===== src/rtl/cmp_crossing_detector.sv =====
// Hold-count hysteresis filter on comparator gt/lt/eq flags with crossing pulses and counters.
// Optional macro CMP_XDET_CLR_EN adds a synchronous cnt_clr input for the crossing counters.
module cmp_crossing_detector #(
  parameter int HOLD_CNT = 3,
  parameter int CNT_W    = 8
) (
  input  logic             clk,
  input  logic             rst_n,
  input  logic             in_valid,
  input  logic             gt,
  input  logic             lt,
  input  logic             eq,
`ifdef CMP_XDET_CLR_EN
  input  logic             cnt_clr,
`endif
  output logic [1:0]       state,
  output logic             rise_pulse,
  output logic             fall_pulse,
  output logic             err,
  output logic [CNT_W-1:0] rise_count,
  output logic [CNT_W-1:0] fall_count
);

  localparam int RUN_W = (HOLD_CNT < 1) ? 1 : $clog2(HOLD_CNT + 1);
  localparam logic [RUN_W-1:0] HOLD_V = RUN_W'(HOLD_CNT);
  localparam logic [1:0] ST_UNKNOWN = 2'b00;

  logic [1:0]       r_state, r_cand;
  logic [RUN_W-1:0] r_run;
  logic             r_rise, r_fall, r_err;
  logic [CNT_W-1:0] r_rise_cnt, r_fall_cnt;

  logic [1:0]       w_state_nxt, w_cand_nxt, w_cls;
  logic [RUN_W-1:0] w_run_nxt, w_n;
  logic             w_legal, w_commit;
  logic             w_rise_nxt, w_fall_nxt, w_err_nxt;
  logic             w_clr;

  function automatic logic [CNT_W-1:0] sat_inc(input logic [CNT_W-1:0] v);
    return (&v) ? v : v + 1'b1;
  endfunction

  // Exactly one flag high; class encoding doubles as rank (BELOW<EQUAL<ABOVE).
  assign w_legal = (gt ^ lt ^ eq) & ~(gt & lt & eq);
  assign w_cls   = lt ? 2'b01 : (eq ? 2'b10 : 2'b11);
  assign w_n     = (w_cls == r_cand) ? r_run + 1'b1 : RUN_W'(1);

`ifdef CMP_XDET_CLR_EN
  assign w_clr = cnt_clr;
`else
  assign w_clr = 1'b0;
`endif

  always_ff @(posedge clk or negedge rst_n) begin
    if (!rst_n) begin
      r_state    <= ST_UNKNOWN;
      r_cand     <= ST_UNKNOWN;
      r_run      <= '0;
      r_rise     <= 1'b0;
      r_fall     <= 1'b0;
      r_err      <= 1'b0;
      r_rise_cnt <= '0;
      r_fall_cnt <= '0;
    end else begin
      r_state <= w_state_nxt;
      r_cand  <= w_cand_nxt;
      r_run   <= w_run_nxt;
      r_rise  <= w_rise_nxt;
      r_fall  <= w_fall_nxt;
      r_err   <= w_err_nxt;
      if (w_clr) begin
        r_rise_cnt <= '0;
        r_fall_cnt <= '0;
      end else begin
        if (w_rise_nxt) r_rise_cnt <= sat_inc(r_rise_cnt);
        if (w_fall_nxt) r_fall_cnt <= sat_inc(r_fall_cnt);
      end
    end
  end

  always_comb begin
    w_state_nxt = r_state;
    w_cand_nxt  = r_cand;
    w_run_nxt   = r_run;
    w_commit    = 1'b0;
    if (in_valid) begin
      if (!w_legal || (w_cls == r_state)) begin
        w_cand_nxt = r_state;
        w_run_nxt  = '0;
      end else begin
        w_cand_nxt = w_cls;
        if (w_n == HOLD_V) begin
          w_commit    = 1'b1;
          w_state_nxt = w_cls;
          w_run_nxt   = '0;
        end else begin
          w_run_nxt = w_n;
        end
      end
    end
  end

  // Leaving UNKNOWN is a first lock, not a crossing: no pulse.
  always_comb begin
    w_err_nxt  = in_valid & ~w_legal;
    w_rise_nxt = 1'b0;
    w_fall_nxt = 1'b0;
    if (w_commit && (r_state != ST_UNKNOWN)) begin
      w_rise_nxt = (w_cls > r_state);
      w_fall_nxt = (w_cls < r_state);
    end
  end

  assign state      = r_state;
  assign rise_pulse = r_rise;
  assign fall_pulse = r_fall;
  assign err        = r_err;
  assign rise_count = r_rise_cnt;
  assign fall_count = r_fall_cnt;

endmodule

===== config.mk =====
export PLATFORM = sky130hd
export DESIGN_NAME = cmp_crossing_detector
export DESIGN_NICKNAME = d
export VERILOG_FILES = /design/src/rtl/cmp_crossing_detector.sv
export SDC_FILE = /design/constraint.sdc
export NUM_CORES = 1
export LEC_CHECK = 0
export CAP_MARGIN = 25
export CORE_ASPECT_RATIO = 0.7
export CORE_MARGIN = 2
export CORE_UTILIZATION = 50
export CTS_BUF_LIST = sky130_fd_sc_hd__clkbuf_16
export DETAILED_ROUTE_END_ITERATION = 8
export GPL_TIMING_DRIVEN = 1
export PLACE_DENSITY = 0.78
export SYNTH_ARGS = -nofsm -noshare
export SYNTH_HDL_FRONTEND = slang
export SYNTH_SLANG_ARGS = --single-unit
export TNS_END_PERCENT = 100

===== constraint.sdc =====
create_clock -name clk -period 3.21 [get_ports clk]
set_clock_uncertainty 0.05 [all_clocks]
set_input_delay 0.321 -clock clk [delete_from_list [all_inputs] [get_ports clk]]
set_output_delay 0.321 -clock clk [all_outputs]
set_load 0.02 [all_outputs]

; Yosys cells after proc, flatten, opt, wreduce, memory -nomap -nowiden
; Cells that the tools add are included.
[totals]
in_bits = 6
register_bits = 25
out_inout_bits = 21
word_cells = 47
[classes]
eq_ne = 3
n_addsub = 3
n_reduce_logical = 9
magnitude_cmp = 2
bitwise_logic = 11
muxes = 11
[op_table]
columns = operator, n
row1 = $add A8 B1 Y8 const B, 2
row2 = $reduce_and A8 Y1, 2
row3 = $mux W2, 5
row4 = $mux W1, 6
row5 = $not A1 Y1, 5
row6 = $and A1 B1 Y1, 4
row7 = $eq A2 B2 Y1, 2
row8 = $reduce_and A2 Y1, 2
row9 = $reduce_and A3 Y1, 1
row10 = $add A2 B1 Y2 const B, 1
row11 = $eq A2 B2 Y1 const B, 1
row12 = $gt A2 B2 Y1, 1
row13 = $lt A2 B2 Y1, 1
row14 = $reduce_bool A2 Y1, 1
row15 = $xor A1 B1 Y1, 2
row16 = $logic_and A1 B1 Y1, 1
row17 = $logic_not A1 Y1, 1
row18 = $logic_or A1 B1 Y1, 1

; Logic depth before layout (Yosys ltp)
[depth]
word_depth = 11
ltp_mapped = 7
depth_no_buf = 7

; Worst setup path after synthesis
; Ideal clock, no wire load.
[synth_timing]
path_kind = register to register
startpoint = reg r_state[1], in the netlist state[1]
endpoint = reg r_fall_cnt[1], in the netlist fall_count[1]
slack_ns = 0.839
path_buffers = 0
period_less_slack_ns = 2.371
path_stages_with_launch = 7
t_required_ns = 3.035
t_arrival_ns = 2.197
cell_sequence = dfrtp_1 -> inv_1 -> ha_1 -> nor2b_1 -> or4_4 -> nor4_4 -> mux2_2
[synth_between]
elab_chain_cells = 7
[synth_lines]
columns = element, line_no
row1 = from (decl), 28  ; logic [1:0] r_state, r_cand;
row2 = from (signal assigned), 65  ; r_state <= w_state_nxt;
row3 = $eq A2 B2 Y1, 87  ; if (!w_legal || (w_cls == r_state)) begin
row4 = $logic_or A1 B1 Y1, 87
row5 = $mux W1, 87
row6 = $mux W1, 86  ; if (in_valid) begin
row7 = $logic_and A1 B1 Y1, 108  ; if (w_commit && (r_state != ST_UNKNOWN)) begin
row8 = $mux W1 *, 108
row9 = $reduce_and A2 Y1 (no source line) *, n/a
row10 = to (signal assigned), 76  ; if (w_fall_nxt) r_fall_cnt <= sat_inc(r_fall_cnt);
row11 = to (decl), 31  ; logic [CNT_W-1:0] r_rise_cnt, r_fall_cnt;
; Mark *: on every way between the ends. The rest lies on a longest branch, timed or not.
; A chain may end at the register's enable or synchronous reset.

; Worst setup path in the final report
[layout_timing]
startpoint = in lt
endpoint = reg r_fall_cnt[1], in the netlist fall_count[1]
[layout_lines]
columns = element, line_no
row1 = from (decl), 11  ; input logic lt,
row2 = $mux W2 *, 45  ; assign w_cls = lt ? 2'b01 : (eq ? 2'b10 : 2'b11);
row3 = named net w_cls[1], 33  ; logic [1:0] w_state_nxt, w_cand_nxt, w_cls;
row4 = $eq A2 B2 Y1, 46  ; assign w_n = (w_cls == r_cand) ? r_run + 1'b1 : RUN_W'(1);
row5 = $mux W2, 46
row6 = $eq A2 B2 Y1, 92  ; if (w_n == HOLD_V) begin
row7 = $mux W1, 92
row8 = $mux W1, 87
row9 = $mux W1, 86
row10 = $logic_and A1 B1 Y1, 108
row11 = $mux W1 *, 108
row12 = $reduce_and A2 Y1 (no source line) *, n/a
; The timed path passes the listed nets; every way through them passes the cells marked *.

==> metrics.md <==
| Metric | Value |
|---|---|
| Status | completed |
| Setup crit end kind | flop |
| Met3 usage | 0.0456 |
| Ratio of cells with drive above 1 in the final layout | 0.139 |
| Num CTS Buffers | 3 |
| Initial DRC Count | 28 |
| Reg clk slew, reported paths | 0.07 ns |
| Antenna violations before repair | 0 |
| Worst VDD drop | 286 uV |
| Routed Antenna Nets | 0 |
| Max transition margin | 0.577 |
| Max Fanout on Critical Path | 6 |
| Diode count | 0 |
| Worst r2r src | state[1] |
| Slowest stage delay, CP | 0.52 ns |
| Total clock sinks | 25 |
| Final setup TNS | 0 ns |
| Setup crit start kind | primary input |
| Die height | 47.1 microns |
| Clock root buffer | clkbuf_16 |
| DP Wirelength | 1860 microns |
| Asr flop ratio synth | 1.00 |
| CP top delay family | simple AND/OR/NAND/NOR gates |
| Met2 Resource Use GR | 0.343 |
| Tmin final | 2.57 ns |
| Top cells by count, synth | 25 x dfrtp_1, 9 x nand2_1, 9 x nor2_1 |
| Mapped Nets | 129 |
| Pin count of the biggest net entering global routing | 26 |
| Crit path from | lt |
| Top-count cell post-synth | dfrtp_1 |
| RSZ-0062 raised after global routing | no |
| Distinct cell type count after synthesis | 31 |
| Avg Vias per Cell | 5.43 |
| Syn avg cell area | 11.3 sq um |
| Placed Cells | 181 |
| Power per Cell Area | 411 nW/um^2 |
| Critical Path RT | 3.31 ns |
| Max Slew Vio Count | 0 |
| Vias | 1004 |
| Area grow syn2layout | 30.7% |
| Crit path cell chain | clkdlybuf4s50_1 > inv_1 > ha_1 > nor2b_1 > or4_4 > nor4_4 > mux2_2 |
| Busiest layer in global routing | met2 |
| Fin crit share | 0.802 |
| Max cap viols | 0 |
| Die Area | 3090 sq um |
| Post-synthesis register bit count | 25 |
| Resize count post-CTS | 0 |
| Critical path class | in2reg |
| Initial DRT Pass Iterations | 4 |
| Post-layout nets | 163 |
| Register area share after synthesis | 0.471 |
| WL final | 2530 microns |
| Vias in the first global route | 966 |
| Gate Count Post-Synth | 118 |
| Routability Congestion | 0.798 |
| Global-route wire length before repair | 4480 microns |
| Clock buffer depth | 2 |
| DRC violations left | 0 |
| Top_reg_cell synth | dfrtp_1 |
| WL per Instance | 13.7 microns |
| Postcts setup bufs | 0 |
| Crit path max-delay cell type | or4_4 |
| Post-synth EDFFs | 0 |
| Initial Utilization | 0.532 |
| CTS tree | done |
| Hold Buf Count CTS | 0 |
| Core area | 2500 sq um |
| Mapped Area | 1330 sq um |
| Syn. warnings | 0 |
| Worst-Skew Late Latency | 0.26 ns |
| Pre-CTS setup slack | 0.349 ns |
| Slew @ Worst Pin | 0.632 ns |
| Top Ports | 27 |
| Final Hold Fails | 0 |
| IO Port Bufs | 26 |
| HP Class | in2async |
| Setup violations, final | 0 |
| GRT Overall Usage | 0.197 |
| Final WS setup | 0.637 ns |
| Synth top area cells | dfrtp_1 47%, mux2_2 5.1%, ha_1 4.7%, xnor2_1 4.6%, nor4_4 3.2% |
| Final std cells w/o fill | 185 |
| Placed Area | 1650 sq um |
| Power, Total | 0.000713 W |
| Grt ovf | 0 |
| H-tree levels | 1 |
| WP buf/inv | 2 |
| Share of the synthesized area in the top cell type | 0.471 |
| Max Freq | 389 MHz |
| Synth area leader | dfrtp_1 |
| M1 GR Usage | 0.251 |
| Die X | 65.6 microns |
| Post-route cell area | 1740 sq um |
| FP Rows | 15 |
| Leakage power | 0.762 nW |
| Critical Path AT | 2.68 ns |
## layer usage
metal	wire length, microns	vias to the layer above
met3	104	4
met4	25	0
met5	0	-
met2	1230	22
li1	-	502
met1	1160	476
## state kept, by name (all words and copies together) (netlist names)
signal / count
rise_pulse: 1
rise_count: 8
err: 1
state: 2
fall_pulse: 1
r_cand: 2
fall_count: 8
r_run: 2
## cell usage in the layout (no fill, tap or decap), types with 6 or more instances in the layout
cell type,count
clkdlybuf4s50_1,26
dfrtp_1,25
mux2_2,6
nand2_1,9
nand4_1,6
nor2_1,9
xnor2_1,7
## worst paths after layout
check                                 to  slack (ns)  depth (start not counted)
setup / recovery           fall_count[1]        0.64                          7
hold / removal                  r_run[0]        0.37                          2
setup reg to reg           fall_count[1]        0.82                          6
hold reg to reg            rise_count[3]        0.46                          1
max in group asynchronous  rise_count[4]        2.49                          2
min in group clk           rise_count[3]        0.46                          1
## cell type report
type	instances	area [sq um]
multi-input combinational	88	684
clock inverter	1	7.51
sequential	25	626
tap	34	42.5
clock buffer	3	75.1
timing repair buffer	29	283
fill	179	759
inverter	5	18.8
## through the flow
stage	hold WS, ns	utilization
2_1_floorplan	-0.0246	-
3_3_place_gp	0.431	0.663
3_5_place_dp	0.444	0.663
4_1_cts	0.379	0.696
5_1_grt	0.398	0.696
6_report	0.368	0.696
## report_power, final
group / internal, W / switching [W] / total (W)
logic: 0.0000388 / 0.0000538 / 0.0000925
clock network: 0.000169 / 0.000114 / 0.000283
registers: 0.000325 / 0.0000129 / 0.000338
total: 0.000533 / 0.000180 / 0.000713
## worst register-to-register path: cells and delay by family, from the launching register on
family / cells / cell delay (ns)
and+or+nand+nor: 3 / 1.05
DFF: 1 / 0.45
muxes: 1 / 0.38
adders and majority gates: 1 / 0.29
buffers and inverters: 1 / 0.07
## logic make-up after synthesis
| group | synth area share |
|---|---|
| DFF | 0.471 |
| AOI/OAI and AO/OA | 0.108 |
| and+or+nand+nor | 0.229 |
| muxes | 0.0659 |
| xor gates and xnor gates | 0.0650 |
| adders and majority gates | 0.0471 |
| buffers and inverters | 0.0141 |
No activity file was read; power rests on OpenSTA's default activity.
